===== src/rtl/multicycle_controller_if.sv =====
// multicycle_controller_if: instruction fields, memory handshake and datapath controls of the multicycle controller
interface multicycle_controller_if;
  logic [1:0] op;
  logic [5:0] funct;
  logic [3:0] rd;
  logic [3:0] cond;
  logic [3:0] alu_flags;
  logic       mem_ready;
  logic       pc_write;
  logic       adr_src;
  logic       ir_write;
  logic       mem_w;
  logic       reg_w;
  logic       alu_src_a;
  logic [1:0] alu_src_b;
  logic [1:0] result_src;
  logic [1:0] imm_src;
  logic [1:0] reg_src;
  logic [1:0] alu_control;
  logic       shift_flag;
  logic       instr_done;
  logic       illegal;
  logic [3:0] state;
  modport master (
    input  op, funct, rd, cond, alu_flags, mem_ready,
    output pc_write, adr_src, ir_write, mem_w, reg_w, alu_src_a, alu_src_b,
           result_src, imm_src, reg_src, alu_control, shift_flag, instr_done,
           illegal, state
  );
  modport slave (
    output op, funct, rd, cond, alu_flags, mem_ready,
    input  pc_write, adr_src, ir_write, mem_w, reg_w, alu_src_a, alu_src_b,
           result_src, imm_src, reg_src, alu_control, shift_flag, instr_done,
           illegal, state
  );
endinterface


===== src/rtl/multicycle_controller.sv =====
// multicycle_controller: sequencing FSM, NZCV flags and condition-execute decision for the multicycle CPU
module multicycle_controller #(
  parameter logic [3:0] RESET_FLAGS = 4'b0000
) (
  input logic clk,
  input logic reset,
  multicycle_controller_if.master bus
);
  localparam logic [3:0] FETCH = 4'd0, DECODE = 4'd1, MEMADR = 4'd2, MEMREAD = 4'd3, MEMWB = 4'd4,
                         MEMWRITE = 4'd5, EXECUTER = 4'd6, EXECUTEI = 4'd7, ALUWB = 4'd8, BRANCH = 4'd9;
  logic [3:0] r_state, w_next, r_flags, w_cmd;
  logic       r_cond_ex, w_cond_ok, w_alu_st, w_no_write, w_alu_wr;
  logic [1:0] w_alu_ctl;
  logic       w_pc_write, w_ir_write, w_mem_w, w_reg_w, w_done, w_illegal;
  assign w_cmd      = bus.funct[4:1];
  assign w_alu_st   = (r_state == EXECUTER) || (r_state == EXECUTEI);
  assign w_no_write = (w_cmd == 4'b1010) || (w_cmd == 4'b1000) || (w_cmd == 4'b1011);
  assign w_alu_wr   = r_cond_ex & ~w_no_write;
  always_comb begin
    w_cond_ok = 1'b0;
    case (bus.cond)
      4'b0000: w_cond_ok = r_flags[2];
      4'b0001: w_cond_ok = ~r_flags[2];
      4'b0010: w_cond_ok = r_flags[1];
      4'b0011: w_cond_ok = ~r_flags[1];
      4'b0100: w_cond_ok = r_flags[3];
      4'b0101: w_cond_ok = ~r_flags[3];
      4'b0110: w_cond_ok = r_flags[0];
      4'b0111: w_cond_ok = ~r_flags[0];
      4'b1000: w_cond_ok = r_flags[1] & ~r_flags[2];
      4'b1001: w_cond_ok = ~r_flags[1] | r_flags[2];
      4'b1010: w_cond_ok = r_flags[3] == r_flags[0];
      4'b1011: w_cond_ok = r_flags[3] != r_flags[0];
      4'b1100: w_cond_ok = ~r_flags[2] & (r_flags[3] == r_flags[0]);
      4'b1101: w_cond_ok = r_flags[2] | (r_flags[3] != r_flags[0]);
      4'b1110: w_cond_ok = 1'b1;
      default: w_cond_ok = 1'b0;
    endcase
  end
  always_comb begin
    w_alu_ctl = 2'b00;
    case (w_cmd)
      4'b0010, 4'b1010: w_alu_ctl = 2'b01;
      4'b0000, 4'b1000: w_alu_ctl = 2'b10;
      4'b1100:          w_alu_ctl = 2'b11;
      default:          w_alu_ctl = 2'b00;
    endcase
  end
  always_ff @(posedge clk or posedge reset) begin
    if (reset) r_state <= FETCH;
    else r_state <= w_next;
  end
  // Logical ops leave C and V untouched
  always_ff @(posedge clk or posedge reset) begin
    if (reset) begin
      r_flags   <= RESET_FLAGS;
      r_cond_ex <= 1'b0;
    end else begin
      if (r_state == DECODE) r_cond_ex <= w_cond_ok;
      if (w_alu_st && r_cond_ex && bus.funct[0]) begin
        r_flags[3:2] <= bus.alu_flags[3:2];
        if (!w_alu_ctl[1]) r_flags[1:0] <= bus.alu_flags[1:0];
      end
    end
  end
  always_comb begin
    w_next = FETCH;
    case (r_state)
      FETCH:    w_next = bus.mem_ready ? DECODE : FETCH;
      DECODE:   w_next = (bus.op == 2'b01) ? MEMADR :
                         (bus.op == 2'b10) ? BRANCH :
                         (bus.op == 2'b00) ? (bus.funct[5] ? EXECUTEI : EXECUTER) : FETCH;
      MEMADR:   w_next = bus.funct[0] ? MEMREAD : MEMWRITE;
      MEMREAD:  w_next = bus.mem_ready ? MEMWB : MEMREAD;
      MEMWRITE: w_next = (bus.mem_ready || !r_cond_ex) ? FETCH : MEMWRITE;
      EXECUTER, EXECUTEI: w_next = ALUWB;
      default:  w_next = FETCH;
    endcase
  end
  always_comb begin
    w_pc_write = 1'b0;
    w_ir_write = 1'b0;
    w_mem_w    = 1'b0;
    w_reg_w    = 1'b0;
    w_done     = 1'b0;
    w_illegal  = 1'b0;
    bus.adr_src    = 1'b0;
    bus.alu_src_a  = 1'b0;
    bus.alu_src_b  = 2'b00;
    bus.result_src = 2'b00;
    bus.imm_src    = 2'b00;
    bus.reg_src    = 2'b00;
    case (r_state)
      FETCH: begin
        bus.alu_src_a  = 1'b1;
        bus.alu_src_b  = 2'b10;
        bus.result_src = 2'b10;
        w_ir_write     = bus.mem_ready;
        w_pc_write     = bus.mem_ready;
      end
      DECODE: begin
        bus.alu_src_a  = 1'b1;
        bus.alu_src_b  = 2'b10;
        bus.result_src = 2'b10;
        bus.reg_src    = 2'b01;
        w_illegal      = bus.op == 2'b11;
        w_done         = bus.op == 2'b11;
      end
      MEMADR: begin
        bus.alu_src_b = 2'b01;
        bus.imm_src   = 2'b01;
        bus.reg_src   = 2'b10;
      end
      MEMREAD: bus.adr_src = 1'b1;
      MEMWB: begin
        bus.result_src = 2'b01;
        w_reg_w        = r_cond_ex;
        w_pc_write     = r_cond_ex & (bus.rd == 4'd15);
        w_done         = 1'b1;
      end
      MEMWRITE: begin
        bus.adr_src = 1'b1;
        w_mem_w     = r_cond_ex;
        w_done      = bus.mem_ready | ~r_cond_ex;
      end
      EXECUTEI: bus.alu_src_b = 2'b01;
      ALUWB: begin
        w_reg_w    = w_alu_wr;
        w_pc_write = w_alu_wr & (bus.rd == 4'd15);
        w_done     = 1'b1;
      end
      BRANCH: begin
        bus.reg_src    = 2'b01;
        bus.alu_src_b  = 2'b01;
        bus.imm_src    = 2'b10;
        bus.result_src = 2'b10;
        w_pc_write     = r_cond_ex;
        w_done         = 1'b1;
      end
      default: ;
    endcase
  end
  assign bus.pc_write    = w_pc_write & ~reset;
  assign bus.ir_write    = w_ir_write & ~reset;
  assign bus.mem_w       = w_mem_w & ~reset;
  assign bus.reg_w       = w_reg_w & ~reset;
  assign bus.instr_done  = w_done & ~reset;
  assign bus.illegal     = w_illegal & ~reset;
  assign bus.alu_control = w_alu_st ? w_alu_ctl : 2'b00;
  assign bus.shift_flag  = w_alu_st & (w_cmd == 4'b1101);
  assign bus.state       = r_state;
endmodule

===== src/flat_wrapper.sv =====
// flat-port wrapper written by rule: the top's interface ports become plain ports
module multicycle_controller_flat 
#(
  parameter logic [3:0] RESET_FLAGS = 4'b0000
)
  (clk, reset, bus_op, bus_funct, bus_rd, bus_cond, bus_alu_flags, bus_mem_ready, bus_pc_write, bus_adr_src, bus_ir_write, bus_mem_w, bus_reg_w, bus_alu_src_a, bus_alu_src_b, bus_result_src, bus_imm_src, bus_reg_src, bus_alu_control, bus_shift_flag, bus_instr_done, bus_illegal, bus_state);
  multicycle_controller_if bus_i ();
  input logic clk;
  input logic reset;
  input wire logic [$bits(bus_i.op)-1:0] bus_op;
  input wire logic [$bits(bus_i.funct)-1:0] bus_funct;
  input wire logic [$bits(bus_i.rd)-1:0] bus_rd;
  input wire logic [$bits(bus_i.cond)-1:0] bus_cond;
  input wire logic [$bits(bus_i.alu_flags)-1:0] bus_alu_flags;
  input wire logic [$bits(bus_i.mem_ready)-1:0] bus_mem_ready;
  output wire logic [$bits(bus_i.pc_write)-1:0] bus_pc_write;
  output wire logic [$bits(bus_i.adr_src)-1:0] bus_adr_src;
  output wire logic [$bits(bus_i.ir_write)-1:0] bus_ir_write;
  output wire logic [$bits(bus_i.mem_w)-1:0] bus_mem_w;
  output wire logic [$bits(bus_i.reg_w)-1:0] bus_reg_w;
  output wire logic [$bits(bus_i.alu_src_a)-1:0] bus_alu_src_a;
  output wire logic [$bits(bus_i.alu_src_b)-1:0] bus_alu_src_b;
  output wire logic [$bits(bus_i.result_src)-1:0] bus_result_src;
  output wire logic [$bits(bus_i.imm_src)-1:0] bus_imm_src;
  output wire logic [$bits(bus_i.reg_src)-1:0] bus_reg_src;
  output wire logic [$bits(bus_i.alu_control)-1:0] bus_alu_control;
  output wire logic [$bits(bus_i.shift_flag)-1:0] bus_shift_flag;
  output wire logic [$bits(bus_i.instr_done)-1:0] bus_instr_done;
  output wire logic [$bits(bus_i.illegal)-1:0] bus_illegal;
  output wire logic [$bits(bus_i.state)-1:0] bus_state;
  assign bus_i.op = bus_op;
  assign bus_i.funct = bus_funct;
  assign bus_i.rd = bus_rd;
  assign bus_i.cond = bus_cond;
  assign bus_i.alu_flags = bus_alu_flags;
  assign bus_i.mem_ready = bus_mem_ready;
  assign bus_pc_write = bus_i.pc_write;
  assign bus_adr_src = bus_i.adr_src;
  assign bus_ir_write = bus_i.ir_write;
  assign bus_mem_w = bus_i.mem_w;
  assign bus_reg_w = bus_i.reg_w;
  assign bus_alu_src_a = bus_i.alu_src_a;
  assign bus_alu_src_b = bus_i.alu_src_b;
  assign bus_result_src = bus_i.result_src;
  assign bus_imm_src = bus_i.imm_src;
  assign bus_reg_src = bus_i.reg_src;
  assign bus_alu_control = bus_i.alu_control;
  assign bus_shift_flag = bus_i.shift_flag;
  assign bus_instr_done = bus_i.instr_done;
  assign bus_illegal = bus_i.illegal;
  assign bus_state = bus_i.state;
  multicycle_controller #(.RESET_FLAGS(RESET_FLAGS)) u_core (.clk(clk), .reset(reset), .bus(bus_i));
endmodule

===== config.mk =====
export PLATFORM = sky130hd
export DESIGN_NAME = multicycle_controller_flat
export DESIGN_NICKNAME = d
export VERILOG_FILES = /design/src/rtl/multicycle_controller_if.sv /design/src/rtl/multicycle_controller.sv /design/src/flat_wrapper.sv
export SDC_FILE = /design/constraint.sdc
export NUM_CORES = 1
export LEC_CHECK = 0
export ABC_AREA = 1
export CORE_UTILIZATION = 42
export CTS_CLUSTER_DIAMETER = 30
export DETAILED_ROUTE_END_ITERATION = 12
export MAX_ROUTING_LAYER = met4
export PLACE_DENSITY = 0.84
export SLEW_MARGIN = 20
export SYNTH_ARGS = -nofsm -noshare
export SYNTH_HDL_FRONTEND = slang
export SYNTH_SLANG_ARGS = --single-unit

===== constraint.sdc =====
create_clock -name clk -period 2.3 [get_ports clk]
set_input_delay 0.23 -clock clk [delete_from_list [all_inputs] [get_ports clk]]
set_output_delay 0.23 -clock clk [all_outputs]
set_load 0.02 [all_outputs]

==> impl_metrics.py, run 1 <==
metrics = {
    "critical_path": {
        "end_kind": "primary output",
        "path_cells": "inv_1, nand2_4, inv_2, nand3_1, nor2_1, clkdlybuf4s50_1",
        "setup.worst_path.class": "register to primary output",
        "critical_path.startpoint_type": "register",
        "reg2reg_from": "u_core.bus.state[1]",
        "critPathBufInv": 3,
        "r2r_slack_ns": 0.99,
        "worst-path-max-fanout": 5,
        "required_ns": 2.07,
        "crit_cells": 6,
        "critPathMaxStageDelay_ns": 0.63,
        "ff2ff_path_depth": 6,
        "crit_arrival_ns": 1.91,
        "r2r_end": "u_core.bus.state[1]",
        "slowest_stage": "clkdlybuf4s50_1",
        "crit_family": "buffers and inverters",
    },
    "yosys": {
        "synthCells": 150,
        "synth_async_sr_flop_share_pct": 100,
        "ys.flop_type": "dfrtp_1",
        "yosysTopAreaCellShare_pct": 25.0,
        "synth_cell_types": 24,
        "ys_warn_count": 0,
        "netlist.top_cell.by_area": "dfrtp_1",
        "syn_avg_cell_area_sq_um": 6.01,
        "synthTopCellsByArea": "dfrtp_1 (25%), nand2_1 (15%), nor2_1 (10%), inv_1 (9.6%), nand3_1 (7.8%)",
        "netlist_area_sq_um": 901,
        "synth-edff-count": 0,
        "ys_seq_elements": 9,
        "synth-seq-area-share_pct": 25.0,
        "syn_nets": 173,
    },
    "power_and_ir_drop": {
        "swShare_pct": 50.6,
        "power.internal_uw": 691,
        "clkPwrFrac_pct": 8.4,
        "p_leak_nw": 0.756,
        "switchingPower_uw": 707,
        "power_density_nw_per_um2": 979,
        "pwr-share-seq_pct": 21.6,
        "combPwrFrac_pct": 69.9,
        "vdd_ir_drop_max_uv": 600,
    },
    "global_routing": {
        "gr-usage-met3_pct": 2.83,
        "grt_pass1_wl_um": 4520,
        "grtUsageMet1_pct": 30.8,
        "overflow": 0,
        "grt_pass1_vias": 1062,
        "busiest_layer": "met2",
        "grt_util_met2_pct": 42.5,
        "grt_max_degree": 10,
        "antenna_found_initial": 0,
        "grt_usage_pct": 25.2,
    },
    "placement": {
        "hpwl_um": 2220,
        "gp_congestion": 0.848,
        "dpl_cell_area_sq_um": 1390,
        "dp.cells": 223,
        "portBuffers": 45,
    },
    "finish": {
        "instances_no_fill": 227,
        "multi_input_area_sq_um": 572,
        "area_delta_synth_final_pct": 58.5,
        "layout_commonest_cell": "clkdlybuf4s50_1",
        "regArea_sq_um": 225,
        "nFillCells": 163,
        "fin_util_pct": 72.0,
        "final_area_sq_um": 1430,
        "diodes": 0,
        "layout_common_cells": "clkdlybuf4s50_1 (39), nand2_1 (37), nor2_1 (24), inv_1 (23), nand3_1 (14)",
        "nets": 224,
        "drive_gt1_share_pct": 11.5,
    },
    "route": {
        "ant_nets": 0,
        "viasPerCell": 5.04,
        "drt_iter0_drc": 33,
        "first_pass_iters": 4,
        "drc": 0,
        "vias": 1143,
        "wl_um": 2600,
        "avgRoutedWirePerCell_um": 11.4,
    },
    "clock_tree": {
        "cts-buffers-inserted": 3,
        "cts_num_sinks": 9,
        "clockRootBuffer": "clkbuf_4",
        "post_cts_buffers": 0,
        "cts_buffer_depth": 2,
        "clkTransAtPathRegs_ns": 0.06,
        "cts_tree": "done",
        "clk_latency_ns": 0.26,
        "cts.htree.levels": 1,
    },
    "floorplan": {
        "fp.dieArea_sq_um": 2330,
        "core_sq_um": 1980,
        "die_x_um": 48.3,
        "die_y_um": 48.3,
        "rows": 16,
        "io_pins": 46,
        "start_util_pct": 45.5,
    },
    "sta": {
        "worst_clock_skew_ns": 0.00254,
        "rsz0062_at_grt": "no",
        "fin_crit_ns": 2.14,
        "finalHoldViolCount": 0,
        "finalSetupViolations": 0,
        "fin_crit_sh_pct": 93.2,
        "slew_headroom_pct": 81.0,
        "slew_violations": 0,
        "worst_slew_pin_slew_ns": 0.285,
        "max_freq_ghz": 0.467,
        "final.setup.tns_ns": 0,
    },
    "run_status": {
        "outcome": "completed",
    },
    "worst_hold_path": {
        "hold_class": "primary input to async pin",
    },
    "job": {
        "cap_violations": 0,
    },
}
-- metal layers --
layer	up-vias	part of all wire, %
li1	578	-
met1	512	44
met2	49	49
met3	4	5.5
met4	0	1.3
met5	-	0
-- final cells by class --
cell class / count / area share, %
clock buffers: 4 / 1.84
inverters: 29 / 7.62
multi-input cells: 112 / 40.1
flip-flops and latches: 9 / 15.8
well taps: 27 / 2.37
repair buffers: 46 / 32.3
-- metrics by stage --
step	total power, mW	worst slack, ns	hold WS [ns]
detailed placement	1.28	0.192	0.587
global route	1.50	0.0161	0.464
floorplan	0.872	0.453	0.0659
finish	1.40	0.157	0.430
CTS	1.39	0.0321	0.413
global placement	1.25	0.251	0.558
-- sequential cells by signal (all words and copies together), names as in the netlist --
register / flops
u_core.bus.state: 4
u_core.r_cond_ex: 1
u_core.r_flags: 4
-- power groups by stage --
| stage | Combinational [mW] | Clock (mW) | Sequential (mW) |
|---|---|---|---|
| after global placement | 0.952 | 0 | 0.301 |
| after floorplan | 0.552 | 0 | 0.320 |
| after global routing | 1.06 | 0.130 | 0.314 |
| after CTS | 0.968 | 0.125 | 0.301 |
| final | 0.978 | 0.118 | 0.302 |
| after detailed placement | 0.975 | 0 | 0.304 |
-- synthesized netlist by cell type, types with 2 or more instances --
| library cell | count |
|---|---|
| nand2_4 | 2 |
| o21ai_1 | 5 |
| nor2_2 | 2 |
| inv_1 | 23 |
| nor3_1 | 4 |
| nand2_1 | 37 |
| nor2_1 | 24 |
| nor3_2 | 2 |
| a21oi_1 | 7 |
| dfrtp_1 | 9 |
| nand2_2 | 2 |
| o21ai_0 | 3 |
| inv_2 | 6 |
| nand3_1 | 14 |
-- worst max-delay path by stage --
stage                     slack, ns              to           startpoint
final                          0.16    bus_ir_write  u_core.bus.state[3]
after global routing           0.02       bus_mem_w  u_core.bus.state[2]
after CTS                      0.03     bus_illegal  u_core.bus.state[1]
after detailed placement       0.19    bus_pc_write         bus_funct[2]
after global placement         0.25    bus_pc_write         bus_funct[3]
after floorplan                0.45  bus_instr_done  u_core.bus.state[2]
-- worst register-to-register path, cell delays in order, from the launching register on --
cell and delay (ns):
dfrtp_1 0.50, inv_2 0.07, nand2_2 0.15, nor2_4 0.07, inv_2 0.07, nor2_1 0.05
a211o_1 0.27
-- cell families (layout without fill, tap and decap cells) --
kind of cell | Yosys count | in the layout | synth area share [%]
DFF | 9 | 9 | 25.0
buffers and inverters | 29 | 79 | 12.1
AOI/OAI and AO/OA | 22 | 22 | 15.4
and+or+nand+nor | 90 | 90 | 47.5
-- repair_timing --
item                       CTS  global route
gates resized for setup      3             4
pin swaps                    0             0
hold buffers                 0             0
setup endpoints to repair    3             3
No activity file was read; power rests on OpenSTA's default activity.
==> inputs of run 2 (changes only) <==
CTS_CLUSTER_SIZE = 14   (was not set)
==> results of run 2 <==
The final DEF is identical to that of run 1; final timing and power are the same.
==> inputs of run 3 (changes only) <==
REMOVE_ABC_BUFFERS = 1   (was not set)
==> results of run 3 <==
The final DEF is identical to that of run 1; final timing and power are the same.
